File: config.mk
export PLATFORM = sky130hd
export DESIGN_NAME = instr_fetch
export DESIGN_NICKNAME = d
export VERILOG_FILES = /design/src/rtl/instr_fetch_pkg.sv /design/src/rtl/instr_fetch_queue.sv /design/src/rtl/instr_fetch.sv
export SDC_FILE = /design/constraint.sdc
export NUM_CORES = 1
export LEC_CHECK = 0
export CORE_ASPECT_RATIO = 1.5
export CORE_MARGIN = 2
export CORE_UTILIZATION = 47
export DETAILED_ROUTE_END_ITERATION = 12
export MAX_ROUTING_LAYER = met4
export PLACE_DENSITY = 0.82
export SLEW_MARGIN = 5
export SYNTH_ARGS = -nofsm -noshare
export SYNTH_HDL_FRONTEND = slang
export SYNTH_HIERARCHICAL = 1
export SYNTH_SLANG_ARGS = --single-unit
export TNS_END_PERCENT = 100
File: constraint.sdc
create_clock -name clk -period 10.35 [get_ports clk]
set_input_delay 2.07 -clock clk [delete_from_list [all_inputs] [get_ports clk]]
set_output_delay 2.07 -clock clk [all_outputs]
set_load 0.005 [all_outputs]
File: src/rtl/instr_fetch_pkg.sv
// Shared types and constants for the instruction-fetch unit.
package instr_fetch_pkg;

  localparam int XLEN        = 32;
  localparam int INSTR_BYTES = 4;

  typedef enum logic [1:0] {
    IDLE  = 2'd0,
    BUSY  = 2'd1,
    FLUSH = 2'd2
  } fetch_state_e;

  typedef struct packed {
    logic [XLEN-1:0] pc;
    logic [XLEN-1:0] instr;
  } fetch_entry_t;

endpackage

File: src/rtl/instr_fetch_queue.sv
// Synchronous FIFO holding fetched {pc, instr} pairs; flush empties it in one edge.
module fetch_queue #(
  parameter int DEPTH = 2,
  parameter int WIDTH = 64
) (
  input  logic                     clk,
  input  logic                     reset,
  input  logic                     push,
  input  logic [WIDTH-1:0]         push_data,
  input  logic                     pop,
  input  logic                     flush,
  output logic                     head_valid,
  output logic [WIDTH-1:0]         head_data,
  output logic [$clog2(DEPTH):0]   count
);

  localparam int AW = $clog2(DEPTH);
  localparam logic [AW:0] DEPTH_C = (AW+1)'(DEPTH);

  logic [WIDTH-1:0] mem [DEPTH];
  logic [AW-1:0]    wr_ptr;
  logic [AW-1:0]    rd_ptr;
  logic             do_push;
  logic             do_pop;

  assign do_push    = push && (count < DEPTH_C);
  assign do_pop     = pop && (count != '0);
  assign head_valid = (count != '0);
  assign head_data  = head_valid ? mem[rd_ptr] : '0;

  always_ff @(posedge clk) begin
    if (reset || flush) begin
      wr_ptr <= '0;
      rd_ptr <= '0;
      count  <= '0;
    end else begin
      if (do_push) wr_ptr <= wr_ptr + 1'b1;
      if (do_pop)  rd_ptr <= rd_ptr + 1'b1;
      case ({do_push, do_pop})
        2'b10:   count <= count + 1'b1;
        2'b01:   count <= count - 1'b1;
        default: ;
      endcase
    end
  end

  // NOTE: storage is not reset; head_data is masked to zero while empty, so stale words never escape.
  always_ff @(posedge clk) begin
    if (do_push && !flush && !reset) mem[wr_ptr] <= push_data;
  end

endmodule

File: src/rtl/instr_fetch.sv
// Instruction fetch: one outstanding memory request, redirect handling, and a decode queue.
module instr_fetch
  import instr_fetch_pkg::*;
#(
  parameter int DEPTH = 2
) (
  input  logic            clk,
  input  logic            reset,
  input  logic [XLEN-1:0] pc,
  output logic [XLEN-1:0] pc_next,
  input  logic            redirect_valid,
  input  logic [XLEN-1:0] redirect_target,
  output logic            imem_req,
  output logic [XLEN-1:0] imem_addr,
  input  logic            imem_ack,
  input  logic [XLEN-1:0] imem_rdata,
  output logic            dec_valid,
  output logic [XLEN-1:0] dec_instr,
  output logic [XLEN-1:0] dec_pc,
  input  logic            dec_ready
);

  localparam int CW = $clog2(DEPTH) + 1;
  localparam logic [CW-1:0] DEPTH_C = CW'(DEPTH);

  fetch_state_e    state_q, state_d;
  logic            issue;
  logic            push;
  logic [CW-1:0]   count;
  fetch_entry_t    push_entry, head_entry;

  // NOTE: every always_comb output gets a default first so no path leaves it unassigned (no latch).
  always_comb begin
    state_d = state_q;
    issue   = 1'b0;
    push    = 1'b0;
    case (state_q)
      IDLE: begin
        if (!redirect_valid && count < DEPTH_C) begin
          state_d = BUSY;
          issue   = 1'b1;
        end
      end
      BUSY: begin
        if (imem_ack) begin
          state_d = IDLE;
          push    = !redirect_valid;
        end else if (redirect_valid) begin
          state_d = FLUSH;
        end
      end
      FLUSH: begin
        if (imem_ack) state_d = IDLE;
      end
      default: state_d = IDLE;
    endcase
  end

  always_comb begin
    pc_next = pc;
    if (!reset) begin
      if (redirect_valid)
        pc_next = {redirect_target[XLEN-1:2], 2'b00};
      else if (push)
        pc_next = pc + XLEN'(INSTR_BYTES);
    end
  end

  // NOTE: sequential state uses non-blocking assignments so all registers update from pre-edge values.
  always_ff @(posedge clk) begin
    if (reset) begin
      state_q   <= IDLE;
      imem_req  <= 1'b0;
      imem_addr <= '0;
    end else begin
      state_q  <= state_d;
      imem_req <= (state_d != IDLE);
      if (issue) imem_addr <= pc;
    end
  end

  assign push_entry = '{pc: imem_addr, instr: imem_rdata};

  fetch_queue #(
    .DEPTH (DEPTH),
    .WIDTH ($bits(fetch_entry_t))
  ) u_queue (
    .clk        (clk),
    .reset      (reset),
    .push       (push),
    .push_data  (push_entry),
    .pop        (dec_ready),
    .flush      (redirect_valid),
    .head_valid (dec_valid),
    .head_data  (head_entry),
    .count      (count)
  );

  assign dec_instr = head_entry.instr;
  assign dec_pc    = head_entry.pc;

endmodule

==> results of run 1 <==
## final cells by class
type                    instances  area (um2)  area share
clock buffers                  20         458      0.0439
flip-flops and latches        168        4650       0.445
clock inverters                12         113      0.0108
well taps                     203         254      0.0243
inverters                      15        56.3     0.00539
repair buffers                235        2330       0.223
multi-input cells             426        2580       0.247
## state kept, by name, summed over array words and instances, names as in the netlist, named ones only
signal / count
imem_addr: 32
u_queue/rd_ptr: 1
u_queue/wr_ptr: 1
u_queue/mem: 128
u_queue/count: 2
state_q: 2
imem_req: 1
## final timing paths
check / from / to / cells past startpoint
worst max register to register: state_q[1] / u_queue/mem[0][27] / 6
worst min register to register: imem_addr[15] / u_queue/mem[1][47] / 0
worst min-delay path: imem_addr[15] / u_queue/mem[1][47] / 0
worst max-delay path: redirect_valid / pc_next[29] / 8
## per-layer routing
layer	up-vias	part of all wire	wire, um
li1	2817	-	-
met1	2732	0.38	7040
met2	239	0.52	9750
met3	54	0.049	915
met4	0	0.053	983
met5	-	0	0
## synthesized netlist by cell type, types with 6 or more instances
library cell  count
a211oi_1          6
a21oi_1          50
a311oi_1          6
and3_1           10
buf_2            10
buf_4             7
clkbuf_1         21
dfxtp_1          40
edfxtp_1        128
inv_1            14
mux2i_1          65
nand2_1          85
nand3_1           7
nand4_1          11
nor2_1           89
nor3_1           16
o21ai_0           7
o22a_1            9
o22ai_1           7
## power by group through the flow
stage	sequential, mW	combinational [mW]	clock, mW
after CTS	0.744	0.151	0.615
after global placement	0.757	0.148	0
after detailed placement	0.758	0.150	0
final	0.744	0.151	0.603
after floorplan	0.756	0.0523	0
after global routing	0.745	0.163	0.641
## logic make-up after synthesis
logic type,count (synthesis)
compound gates,108
fa+ha+maj,2
xor+xnor,4
mux,66
flops,168
buf+inv,55
simple gates,246
## worst register-to-register path, stage by stage, from the launching register on
cell and delay [ps]:
dfxtp_1 360, nand4bb_1 590, inv_1 350, nor2b_1 270
inv_1 110, nor4_2 140, buf_4 720
## layout by cell type, fill, tap and decap left out, types with 4 or more instances in the layout
cell type	netlist	final
a311oi_1	6	6
dfxtp_1	40	39
nor3_1	16	16
a211oi_1	6	6
o21ai_0	7	7
nand3_1	7	7
o22a_1	9	9
a2bb2oi_1	5	5
or4_1	4	4
and3_1	10	9
nor2_1	89	88
nand2_1	85	85
buf_4	7	7
inv_1	14	14
clkbuf_16	0	18
o22ai_1	7	7
mux2i_1	65	65
nand4_1	11	11
edfxtp_1	128	128
clkdlybuf4s50_1	0	227
a21oi_1	50	50
==> results.yml, run 1 <==
logic_synthesis:
  synth_edf_count: 128
  synthDistinctLibCells: 55
  ys_seq_elements: 168
  synth_fa_ha_area_frac: 0.00336
  syn_area_um2: 7450
  synth_top_area_cell: "edfxtp_1"
  syn_inst: 649
  synth.top_cell.area_share: 0.516
  synth.area.top_cells: "edfxtp_1 (52%), dfxtp_1 (11%), mux2i_1 (8.7%)"
  synthArstFlopShare: 0
  synth_top_family_by_area: "simple AND/OR/NAND/NOR gates"
  synth_sequential_area_ratio: 0.623
  synth_compound_area_frac: 0.0945
  synthMuxAreaShare: 0.0888
  synth.avg_cell_area_um2: 11.5
  yosys_most_used_dff: "edfxtp_1"
  yosys.area_share.xor_xnor: 0.00470
  ys_warn_count: 6
  syn-num-nets: 752
  synthSimpleGateAreaFrac: 0.152
timing:
  tightest_slew_ps: 1140
  rsz0062_at_grt: "false"
  hold_viol: 0
  fin_ws_ps: 2980
  period_needed_ps: 7370
  fin_setup_tns_ps: 0
  finClkSkew_ps: 7.85
  slew_headroom: 0.241
  final-max-slew-violation-count: 0
  finalSetupViolations: 0
  max_freq_ghz: 0.136
  period_share: 0.712
  timing.hold.ws_ps: 488
clock_network:
  clock_latency_ps: 410
  cts_made_buffers: 17
  cts_tree: "yes"
  clockBufferDepth: 2
  htree_levels: 4
  hold_buffers: 0
  post_cts_resized: 0
  path_clk_slew_ps: 60
  cts_root_buf: "clkbuf_16"
  numClockSinks: 168
  cts_setup_buffers: 0
final_layout:
  fin_util: 0.671
  final-instance-count-excl-fill: 1079
  fin_area_um2: 10400
  fill_cells: 1206
  antenna_cells: 0
  nets: 966
  drive_above_1_share: 0.0594
  area_delta_synth_final_pct: 40.1
global_routing:
  antenna_found_initial: 0
  grt-ovfl-total: 0
  busiest_layer: "met2"
  grt_pass1_vias: 5720
  grt_start_max_net_pins: 72
  grt_usage: 0.226
  use_met3: 0.0428
  grt_use_met2: 0.386
  grt_pass1_wl_mm: 28.7
  met1_usage: 0.239
setup_path:
  setup.worst_path.end_class: "output pin"
  r2r_setup_slack_ps: 7380
  crit_type: "primary input to output pin"
  crit_slowest_cell: "nor4_2"
  cp_max_fo: 31
  max_stage_delay_ps: 620
  path_cells: "clkdlybuf4s50_1 -> buf_4 -> nand4bb_1 -> nor4_2 -> and3_1 -> a211oi_1 -> a211oi_1 -> clkdlybuf4s50_1"
  cp-start-kind: "primary input"
  cp.arrival_ps: 5300
  required_ps: 8280
  critPathTopFamily: "simple AND/OR/NAND/NOR gates"
  path_buf_inv: 3
placed_design:
  gp_congestion: 0.922
  pre_cts_ws_ps: 3010
  placed_area_um2: 9870
  port_buffers: 228
  dp_hpwl_mm: 12.8
  place_inst: 1047
power_and_ir_drop:
  ir_worst_vdd_mv: 0.122
  p_sw_mw: 0.328
  total_leakage_power_nw: 3.49
  power_mw: 1.50
  clockPowerShare: 0.403
  p_comb_frac: 0.101
  p_int_mw: 1.17
  p_seq_frac: 0.497
  swShare: 0.219
  power.density_nw_per_um2: 143
routing:
  vias: 5842
  vias_per_cell: 5.41
  antenna_left: 0
  first_pass_iters: 4
  drt_wl_total_mm: 18.7
  drc_errors: 0
  wire_per_inst_um: 17.3
  drt_iter0_drc: 306
die:
  die-area_um2: 16900
  io-pin-count: 231
  die_w_um: 107
  initial_core_util: 0.479
  rows: 56
  core_area_um2: 15600
  die_h_um: 158
run_status:
  outcome: "completed"
flow_run:
  drv_cap: 0
min_path:
  hold_path_class: "flop to flop"
Note: power is estimated with default switching activity, not from simulation.
==> run 2: changes to the inputs <==
==> constraint.sdc (replaced) <==
create_clock -name clk -period 7 [get_ports clk]
set_input_delay 1.4 -clock clk [delete_from_list [all_inputs] [get_ports clk]]
set_output_delay 1.4 -clock clk [all_outputs]
set_load 0.005 [all_outputs]
==> results.yml, run 2 (synthesized netlist as in run 1, its figures left out) <==
run_status:
  outcome: "completed"
final_layout:
  fin_util: 0.671
  largest_reg_flops: 128
  nets: 966
  antenna_cells: 0
  drive_above_1_share: 0.0616
  area_delta_synth_final_pct: 40.1
  fin_area_um2: 10400
  top_regs: "u_queue/mem: 128 flops, imem_addr: 32 flops"
  final-instance-count-excl-fill: 1079
  top_register: "u_queue/mem"
  layout_commonest_cell: "clkdlybuf4s50_1"
  mostFrequentLayoutCells: "clkdlybuf4s50_1 (227), edfxtp_1 (128), nor2_1 (88)"
clock_network:
  clock_latency_ps: 420
  cts_setup_buffers: 0
  cts_made_buffers: 17
  clockBufferDepth: 2
  cts_root_buf: "clkbuf_16"
  htree_levels: 4
  hold_buffers: 0
  numClockSinks: 168
  post_cts_resized: 0
  cts_tree: "yes"
  path_clk_slew_ps: 70
timing:
  period_share: 0.834
  max_freq_ghz: 0.171
  fin_setup_tns_ps: 0
  hold_viol: 0
  finClkSkew_ps: 11.5
  tightest_slew_ps: 1160
  finalSetupViolations: 0
  slew_headroom: 0.228
  rsz0062_at_grt: "false"
  timing.hold.ws_ps: 486
  period_needed_ps: 5840
  fin_ws_ps: 1160
  final-max-slew-violation-count: 0
setup_path:
  crit_type: "primary input to output pin"
  cp_max_fo: 10
  cp-start-kind: "primary input"
  cp.arrival_ps: 4440
  required_ps: 5600
  setup.worst_path.end_class: "output pin"
die:
  die_h_um: 158
  rows: 56
  io-pin-count: 231
  core_area_um2: 15600
  die-area_um2: 16900
  initial_core_util: 0.479
  die_w_um: 107
routing:
  antenna_left: 0
  vias_per_cell: 5.47
  drc_errors: 0
  vias: 5904
  first_pass_iters: 6
  drt_wl_total_mm: 19.0
  drt_iter0_drc: 335
  wire_per_inst_um: 17.6
power_and_ir_drop:
  ir_worst_vdd_mv: 0.188
  power_mw: 2.21
  power.density_nw_per_um2: 211
  total_leakage_power_nw: 3.48
placed_design:
  gp_congestion: 0.958
  placed_area_um2: 9880
  pre_cts_ws_ps: 1210
  place_inst: 1047
  dp_hpwl_mm: 13.1
  port_buffers: 228
global_routing:
  antenna_found_initial: 0
  grt_pass1_vias: 5922
  grt_start_max_net_pins: 66
  grt_usage: 0.233
  grt_pass1_wl_mm: 29.9
  grt-ovfl-total: 0
min_path:
  hold_path_class: "flop to flop"
flow_run:
  drv_cap: 0
[run 2: where the power goes]
group,switching [mW],internal (mW),total (mW)
combinational,0.0955,0.128,0.223
clock,0.402,0.480,0.882
sequential,0.0150,1.09,1.10
[run 2: worst max-delay path: stages]
cell	delay [ps]
clkdlybuf4s50_1	510
nand4bb_1	490
nor4_2	640
and3_1	390
a211oi_1	110
a211oi_1	320
clkdlybuf4s50_1	560
[run 2: routing by layer]
metal,up-vias,GRT usage,share of wire
met1,2789,0.258,0.38
met3,54,0.0416,0.051
li1,2816,-,-
met5,-,-,0
met4,0,0.132,0.047
met2,245,0.396,0.53
[run 2: path summary, 6_finish.rpt]
| check | start | to | slack (ps) | depth (start not counted) |
|---|---|---|---|---|
| worst max-delay path | imem_ack | pc_next[29] | 1160 | 7 |
| worst min-delay path | imem_addr[11] | imem_addr[11] | 490 | 2 |
| worst max register to register | state_q[0] | u_queue/mem[1][53] | 3690 | 5 |
| worst min register to register | imem_addr[11] | imem_addr[11] | 490 | 2 |
[run 2: final cells by class]
class | instances | area (um2)
Fill cell | 1216 | 5110
Sequential cell | 168 | 4650
Multi-Input combinational cell | 426 | 2590
Timing Repair Buffer | 235 | 2330
Clock buffer | 18 | 439
Tap cell | 203 | 254
Clock inverter | 14 | 123
Inverter | 15 | 56.3
